$ cat config.mk
export PLATFORM = sky130hd
export DESIGN_NAME = switch_debouncer
export DESIGN_NICKNAME = d
export VERILOG_FILES = /design/src/rtl/switch_debouncer.sv
export SDC_FILE = /design/constraint.sdc
export NUM_CORES = 1
export LEC_CHECK = 0
export CAP_MARGIN = 20
export CORE_MARGIN = 4
export CORE_UTILIZATION = 30
export CTS_BUF_LIST = sky130_fd_sc_hd__clkbuf_4
export DETAILED_ROUTE_END_ITERATION = 12
export SLEW_MARGIN = 20
export SYNTH_ARGS = -nofsm -noshare
export SYNTH_HDL_FRONTEND = slang
export SYNTH_SLANG_ARGS = --single-unit
$ cat constraint.sdc
create_clock -name clk -period 5.33 [get_ports clk]
set_input_delay 1.3325 -clock clk [delete_from_list [all_inputs] [get_ports clk]]
set_output_delay 1.3325 -clock clk [all_outputs]
set_load 0.05 [all_outputs]
$ cat src/rtl/switch_debouncer.sv
// Two/three-flop synchroniser plus per-bit stability counter for slide switches; no backpressure.
// Latency DEBOUNCE_CYCLES+2 edges, or DEBOUNCE_CYCLES+3 with SWITCH_SYNC3_EN defined (3-flop synchroniser).
module switch_debouncer #(
    parameter int WIDTH           = 8,
    parameter int DEBOUNCE_CYCLES = 50000
) (
    input  logic             clk,
    input  logic             rst,
    input  logic [WIDTH-1:0] switches_raw,
    output logic [WIDTH-1:0] switches,
    output logic [WIDTH-1:0] sw_changed,
    output logic             any_changed
);

`ifdef SWITCH_SYNC3_EN
    localparam int SYNC_STAGES = 3;
`else
    localparam int SYNC_STAGES = 2;
`endif

    localparam int            CW      = $clog2(DEBOUNCE_CYCLES);
    localparam logic [CW-1:0] CNT_MAX = CW'(DEBOUNCE_CYCLES - 1);

    logic [SYNC_STAGES-1:0][WIDTH-1:0] sync_q, sync_d;
    logic [WIDTH-1:0]                  stable_q, stable_d;
    logic [WIDTH-1:0]                  sw_changed_q, sw_changed_d;
    logic [WIDTH-1:0][CW-1:0]          cnt_q, cnt_d;
    logic [WIDTH-1:0]                  sync;

    assign sync = sync_q[SYNC_STAGES-1];

    always_comb begin
        sync_d       = {sync_q[SYNC_STAGES-2:0], switches_raw};
        stable_d     = stable_q;
        cnt_d        = cnt_q;
        sw_changed_d = '0;
        for (int i = 0; i < WIDTH; i++) begin
            if (sync[i] == stable_q[i]) begin
                cnt_d[i] = '0;
            end else if (cnt_q[i] == CNT_MAX) begin
                // Acceptance fires before the counter could wrap.
                stable_d[i]     = sync[i];
                cnt_d[i]        = '0;
                sw_changed_d[i] = 1'b1;
            end else begin
                cnt_d[i] = cnt_q[i] + 1'b1;
            end
        end
    end

    always_ff @(posedge clk or posedge rst) begin
        if (rst) begin
            sync_q       <= '0;
            stable_q     <= '0;
            cnt_q        <= '0;
            sw_changed_q <= '0;
        end else begin
            sync_q       <= sync_d;
            stable_q     <= stable_d;
            cnt_q        <= cnt_d;
            sw_changed_q <= sw_changed_d;
        end
    end

    assign switches    = stable_q;
    assign sw_changed  = sw_changed_q;
    assign any_changed = |sw_changed_q;

endmodule

After elaboration in Yosys (flattened, before gate mapping)
Cells that the tools add are included.
{"block": "totals", "wordCells": 92, "output_inout_bits": 17, "reg_bits": 160, "inputBits": 10}
{"block": "op_classes", "n_eq_ne": 16, "n_bitwise": 8, "n_reduce_logical": 9, "n_addsub": 8, "muxes": 32}
{"cell": "$mux 16", "count": 16}
{"cell": "$add 16x1->16 const B", "count": 8}
{"cell": "$eq 16x16->1 const B", "count": 8}
{"cell": "$mux 1", "count": 16}
{"cell": "$reduce_and 2->1", "count": 8}
{"cell": "$eq 1x1->1", "count": 8}
{"cell": "$not 1->1", "count": 8}
{"cell": "$reduce_or 8->1", "count": 1}

Longest topological paths before layout
Gate-level depths: netlist of run 1.
{"block": "depth", "depth_word": 3, "ltp_mapped": 7, "ltp_nobuf": 5}

Worst setup path before layout of run 1
Ideal clock, no wire load.
{"block": "synth_path", "kind": "reg2out", "from": "register sw_changed_q[1] (netlist: sw_changed[1])", "to": "output any_changed", "required_ns": 3.998, "arrival_time_ns": 1.192, "path_buffers": 0, "slack_ns": 2.806, "stages_incl_launch_ff": 3, "path_cell_list": "dfrtp_1 > nor4_1 > nand2_1"}
{"block": "synth_between", "elab_chain_len": 1}
{"element": "start, declared", "line": "26", "text": "logic [WIDTH-1:0] sw_changed_q, sw_changed_d;"}
{"element": "start signal, assigned", "line": "61", "text": "sw_changed_q <= sw_changed_d;"}
{"element": "$reduce_or 8->1", "line": "67", "text": "assign any_changed = |sw_changed_q;"}
{"element": "end, declared", "line": "12", "text": "output logic any_changed"}
Every way passes these cells.

Final worst setup path of run 1
Ends and elaborated chain as after synthesis.

==> impl_metrics.tcl, run 1 <==
set metrics [dict create \
    run_status "complete, no violations" \
    worst_ep_arrival_time_ps 2060 \
    ctsRootBufferMaster "clkbuf_4" \
    initial_core_util_pct 30.8 \
    post_cts_resized 0 \
    fmaxAchievable_mhz 295 \
    average_detailed_routed_wire_length_per_instance_um 12.9 \
    num_vias 4943 \
    synth_seq_cells 160 \
    synth.yosys.seq_area_share_pct 55.1 \
    std_cell_rows 56 \
    core_area_um2 23600 \
    clk_path_buf_depth 2 \
    ys.flop_type "dfrtp_1" \
    crit_path_end_kind "primary output" \
    grt_pass1_vias 4926 \
    ant_nets 0 \
    drc 0 \
    timing.final.crit_share_pct 63.6 \
    worst_hold_path_type "register to register" \
    cp_max_delay_cell "clkdlybuf4s50_1" \
    maximum_clock_skew_at_final_layout_ps 26.5 \
    die_area_um2 26800 \
    finalWeightedCongestion 0.787 \
    htree_num_levels 4 \
    via_density_per_instance 4.63 \
    drt-total-wl_um 13800 \
    timing_worst_setup_path_type "register to primary output" \
    post_dp_cell_area_um2 7910 \
    holdWs_ps 362 \
    grt_max_degree 84 \
    power.leakage_nw 3.18 \
    synthCells 701 \
    portBuffers 26 \
    synthesized_nets 719 \
    slew_headroom_pct 36.5 \
    report.final.setup_viol 0 \
    finalSetupTns_ps 0 \
    critical_path.cell_chain "nor4_1 -> nand2_1 -> clkdlybuf4s50_1" \
    clk_latency_ps 540 \
    number_of_antenna_violations_at_the_first_check_in_global_routing 1 \
    layout_commonest_cell "dfrtp_1" \
    drt_pre_antenna_iters 4 \
    rsz0062_at_grt "no" \
    tritoncts_clock_tree "built" \
    layout-drive-gt1-share_pct 6.15 \
    post-dp-hpwl_um 9470 \
    synth_async_sr_flop_share_pct 100 \
    final_core_utilization_pct 34.7 \
    commonest_cells_after_routing_fill_and_taps_aside "dfrtp_1 (160), nor2_1 (144), xnor2_1 (93)" \
    cts_post_setup_buffers_inserted 0 \
    maxCapViolations 0 \
    synthesis.yosys.warnings 0 \
    tightestPinTransition_ps 944 \
    grt-ovfl-total 0 \
    hold_viol 0 \
    ctsHoldBuffers 0 \
    reg2reg_slack_ps 3180 \
    finish.instance_area_um2 8200 \
    synth_area_per_cell_um2 10.4 \
    maxSlewViolCount 0 \
    die_h_um 164 \
    p_total_mw 2.09 \
    die_x_extent_um 164 \
    timing.critical_path.required_ps 4000 \
    crit_fanout 2 \
    clock_sink_count 160 \
    clk_pin_slew_worst_paths_ps 120 \
    worst_case_vdd_ir_drop_mv 0.115 \
    grt.total_usage_pct 11.1 \
    wire_length_of_the_first_global_routing_pass_um 24000 \
    synth_enable_flop_cells 0 \
    finalWorstPathRequiredPeriod_ps 3390 \
    worst_path_largest_cell_delay_ps 720 \
    top_level_ports 27 \
    power_density_nw_per_um2 256 \
    cts_inserted_buffers 17 \
    worst_setup_sp_type "register" \
    syn-cell-area_um2 7260 \
    synth.lib_cells_used.distinct 36 \
    design.final.nets 757 \
    dr.first_iter.drc_count 269 \
    area_delta_synth_final_pct 12.9 \
]
==> path summary, 6_finish.rpt <==
kind                               start          end  cells after the start
setup / recovery           sw_changed[1]  any_changed                      3
hold / removal                sync_d[10]      sync[2]                      0
setup reg to reg               cnt_q[16]    cnt_q[27]                      5
hold reg to reg               sync_d[10]      sync[2]                      0
max in group asynchronous            rst    cnt_q[89]                      3
min in group asynchronous            rst   cnt_q[122]                      2
==> cells in the mapped netlist (2+ instances only) <==
library cell	count	area share, %
nand2_1	36	1.9
or4_1	4	0.41
mux2_2	6	0.93
xnor2_1	93	11
or4b_1	2	0.28
nor2b_1	7	0.60
and4_1	2	0.24
nor2_1	144	7.4
or4_4	2	0.31
or3_1	5	0.43
nor4_1	33	2.8
ha_1	8	1.4
or4bb_1	2	0.31
o31ai_1	3	0.31
buf_6	2	0.31
xor2_1	21	2.5
nor4bb_1	8	1.1
nor3_1	27	1.9
a31o_2	3	0.36
dfrtp_1	160	55
a21oi_1	6	0.41
nand3_1	41	2.8
nand4b_1	2	0.24
nor4b_1	3	0.36
inv_1	24	1.2
clkbuf_1	7	0.36
nand4_1	32	2.8
and3_1	9	0.78
mux2_4	2	0.41
==> sequential cells by signal, summed over array words and instances, names as in the netlist <==
register,cells
sync_d,8
switches,8
sw_changed,8
sync,8
cnt_q,128
==> report_power, final <==
part / switching, mW / total (mW) / internal, mW
combinational: 0.0515 / 0.0772 / 0.0256
clock: 0.397 / 0.765 / 0.368
sequential: 0.0186 / 1.25 / 1.23
total: 0.467 / 2.09 / 1.63
==> layout make-up <==
class / count / area [um^2]
diodes: 1 / 2.50
clock buffers: 19 / 143
clock inverters: 9 / 144
fillers: 2387 / 15400
inverters: 24 / 93.8
multi-input cells: 506 / 3110
flip-flops and latches: 160 / 4000
well taps: 319 / 399
repair buffers: 30 / 303
==> worst max-delay path, delay by kind of cell (launching register included) <==
kind | cells | cell delay [ps]
buffers and inverters | 1 | 720
AND/OR/NAND/NOR | 2 | 420
flip-flops | 1 | 390
==> through the flow <==
step	setup WS, ps	cells
5_1_grt	1720	1068
4_1_cts	1850	1067
6_report	1940	1068
3_5_place_dp	2320	1039
3_3_place_gp	2340	1039
2_1_floorplan	1970	701
==> cells by family after synthesis <==
family | Yosys count | synth area share [%]
multiplexers | 8 | 1.34
AND/OR/NAND/NOR | 362 | 25.0
AO/OA/AOI/OAI | 14 | 1.38
flip-flops | 160 | 55.1
adder cells (fa/ha/maj) | 8 | 1.38
buffers and inverters | 35 | 2.03
XOR/XNOR | 114 | 13.7
==> per-layer routing <==
| layer | vias to the layer above | track usage [%] | part of all wire [%] |
|---|---|---|---|
| met5 | - | 0 | 0 |
| met4 | 0 | 4.16 | 1.9 |
| met3 | 19 | 2.83 | 3.1 |
| met2 | 59 | 16.8 | 45 |
| met1 | 2388 | 15.3 | 50 |
| li1 | 2477 | - | - |
No activity file was read; power rests on OpenSTA's default activity.
==> inputs of run 2 (changes only) <==
Clock period 5.33 ns to 2.8 ns, I/O delays scaled along.
==> run 2 against run 1 <==
Against the previous run: utilization increased by 0.11 points; via count increased by 0.61%; cell count increased by 0.66%; critical endpoint unchanged; largest cell class unchanged; highest routed layer unchanged.
==> impl_metrics.tcl, run 2 (same netlist as run 1, synthesis figures left out) <==
set metrics [dict create \
    grt_util_met2_pct 16.1 \
    p_total_mw 3.84 \
    rsz0062_at_grt "no" \
    timing_worst_setup_path_type "register to primary output" \
    std_cell_rows 56 \
    htree_num_levels 4 \
    layout.cells.non_filler 1075 \
    max_flop_register "cnt_q" \
    clk_pin_slew_worst_paths_ps 140 \
    portBuffers 26 \
    core_area_um2 23600 \
    average_detailed_routed_wire_length_per_instance_um 12.7 \
    finish.instance_area_um2 8230 \
    dp.cells 1043 \
    clk_latency_ps 540 \
    grt_util_met1_pct 15.1 \
    holdWs_ps 366 \
    post-dp-hpwl_um 9440 \
    worst_case_vdd_ir_drop_mv 0.245 \
    tightestPinTransition_ps 643 \
    largest_register_ff_count 128 \
    clk_path_buf_depth 2 \
    gr-usage-met3_pct 3.20 \
    run_status "complete, no violations" \
    worst_hold_path_type "register to register" \
    via_density_per_instance 4.63 \
    power.combinational.fraction_pct 4.1 \
    r2r_start "cnt_q[0]" \
    ctsHoldBuffers 0 \
    worst_setup_sp_type "register" \
    post_dp_cell_area_um2 7970 \
    end_point_of_the_critical_path "any_changed" \
    num_vias 4973 \
    timing.reg2reg.worst_path_depth 5 \
    die_h_um 164 \
    pwr-share-clk_pct 33.9 \
    area_of_combinational_cells_with_multiple_inputs_um2 3110 \
    drt_pre_antenna_iters 4 \
    nFillCells 2387 \
    timing.critical_path.required_ps 2100 \
    timing.final.crit_share_pct 90.9 \
    layout_commonest_cell "dfrtp_1" \
    cts_post_setup_buffers_inserted 0 \
    worstSetupStartpoint "sw_changed[1]" \
    grt_busiest_layer "met2" \
    power.leakage_nw 3.19 \
    grt.total_usage_pct 10.7 \
    grt_pass1_vias 4746 \
    report.final.setup_viol 0 \
    maximum_clock_skew_at_final_layout_ps 21.6 \
    layout-drive-gt1-share_pct 7.28 \
    ctsRootBufferMaster "clkbuf_4" \
    dr.first_iter.drc_count 273 \
    crit_fanout 2 \
    worst_ep_arrival_time_ps 1850 \
    power_switching_share_pct 25.0 \
    die_x_extent_um 164 \
    hold_viol 0 \
    crit_path_end_kind "primary output" \
    finalWeightedCongestion 0.813 \
    grt_max_degree 54 \
    slew_headroom_pct 57.1 \
    power.internal_mw 2.88 \
    tritoncts_clock_tree "built" \
    seqPwrFrac_pct 62.1 \
    top_level_ports 27 \
    fmaxAchievable_mhz 393 \
    cts_inserted_buffers 17 \
    clock_sink_count 160 \
    netSwitchingPower_uw 960 \
    worstReg2RegEnd "cnt_q[6]" \
    grt-ovfl-total 0 \
    area_delta_synth_final_pct 13.3 \
    finalWorstPathRequiredPeriod_ps 2550 \
    maxCapViolations 0 \
    drt-total-wl_um 13700 \
    design.final.nets 761 \
    commonest_cells_after_routing_fill_and_taps_aside "dfrtp_1 (160), nor2_1 (144), xnor2_1 (93)" \
    wire_length_of_the_first_global_routing_pass_um 23500 \
    drc 0 \
    area.sequential_um2 4000 \
    die_area_um2 26800 \
    number_of_antenna_violations_at_the_first_check_in_global_routing 1 \
    finalSetupTns_ps 0 \
    reg2reg_slack_ps 790 \
    maxSlewViolCount 0 \
    power_density_nw_per_um2 467 \
    ant_nets 0 \
    initial_core_util_pct 30.8 \
]
-- run 2: cell types whose count changed in the layout (fill, tap and decap cells not counted), sizes merged --
cell | previous run | this run
inv | 23 | 27
clkinv | 4 | 3
buf | 4 | 8
clkinvlp | 2 | 4
bufinv | 4 | 1
clkbuf | 19 | 20
clkdlybuf4s50 | 26 | 25
dlygate4sd2 | 0 | 1
-- run 2: power groups by stage --
| stage | sequential [mW] | clock (mW) | combinational, mW |
|---|---|---|---|
| floorplan | 2.42 | 0 | 0.106 |
| global placement | 2.43 | 0 | 0.160 |
| detailed placement | 2.43 | 0 | 0.162 |
| CTS | 2.39 | 1.37 | 0.163 |
| global route | 2.39 | 1.46 | 0.184 |
| finish | 2.39 | 1.30 | 0.157 |
-- run 2: how the worst min path moves through the flow --
stage          depth (start not counted)       to  startpoint
2_1_floorplan                          0  sync[0]   sync_d[8]
3_3_place_gp                           0  sync[6]  sync_d[14]
3_5_place_dp                           0  sync[3]  sync_d[11]
4_1_cts                                0  sync[5]  sync_d[13]
5_1_grt                                0  sync[5]  sync_d[13]
6_report                               0  sync[2]  sync_d[10]
-- run 2: area by class of cell --
cell class                      count  area share (%)
Antenna cell                        1          0.0304
Clock buffer                       20            1.83
Clock inverter                     11            1.32
Inverter                           24            1.14
Multi-Input combinational cell    506            37.8
Sequential cell                   160            48.7
Tap cell                          319            4.85
Timing Repair Buffer               34            4.34
-- run 2: per-layer routing --
metal  up-vias  share of wire (%)
met4         0               0.90
li1       2495                  -
met1      2423                 50
met2        49                 45
met5         -                  0
met3         6                3.7
-- run 2: metrics by stage --
stage	util [%]	worst slack (ps)
5_1_grt	34.8	130
3_3_place_gp	33.7	543
2_1_floorplan	-	71.2
6_report	34.8	254
3_5_place_dp	33.7	564
4_1_cts	34.8	199
-- run 2: what timing repair did --
item	CTS	global route
resized for setup	1	0
setup endpoints to repair	1	0
endpoints found under the hold margin	0	0
-- run 2: critical path, stage by stage (launching register included) --
cell and delay [ps]:
dfrtp_1 400, nor4_1 330, nand2_1 140, dlygate4sd2_1 450
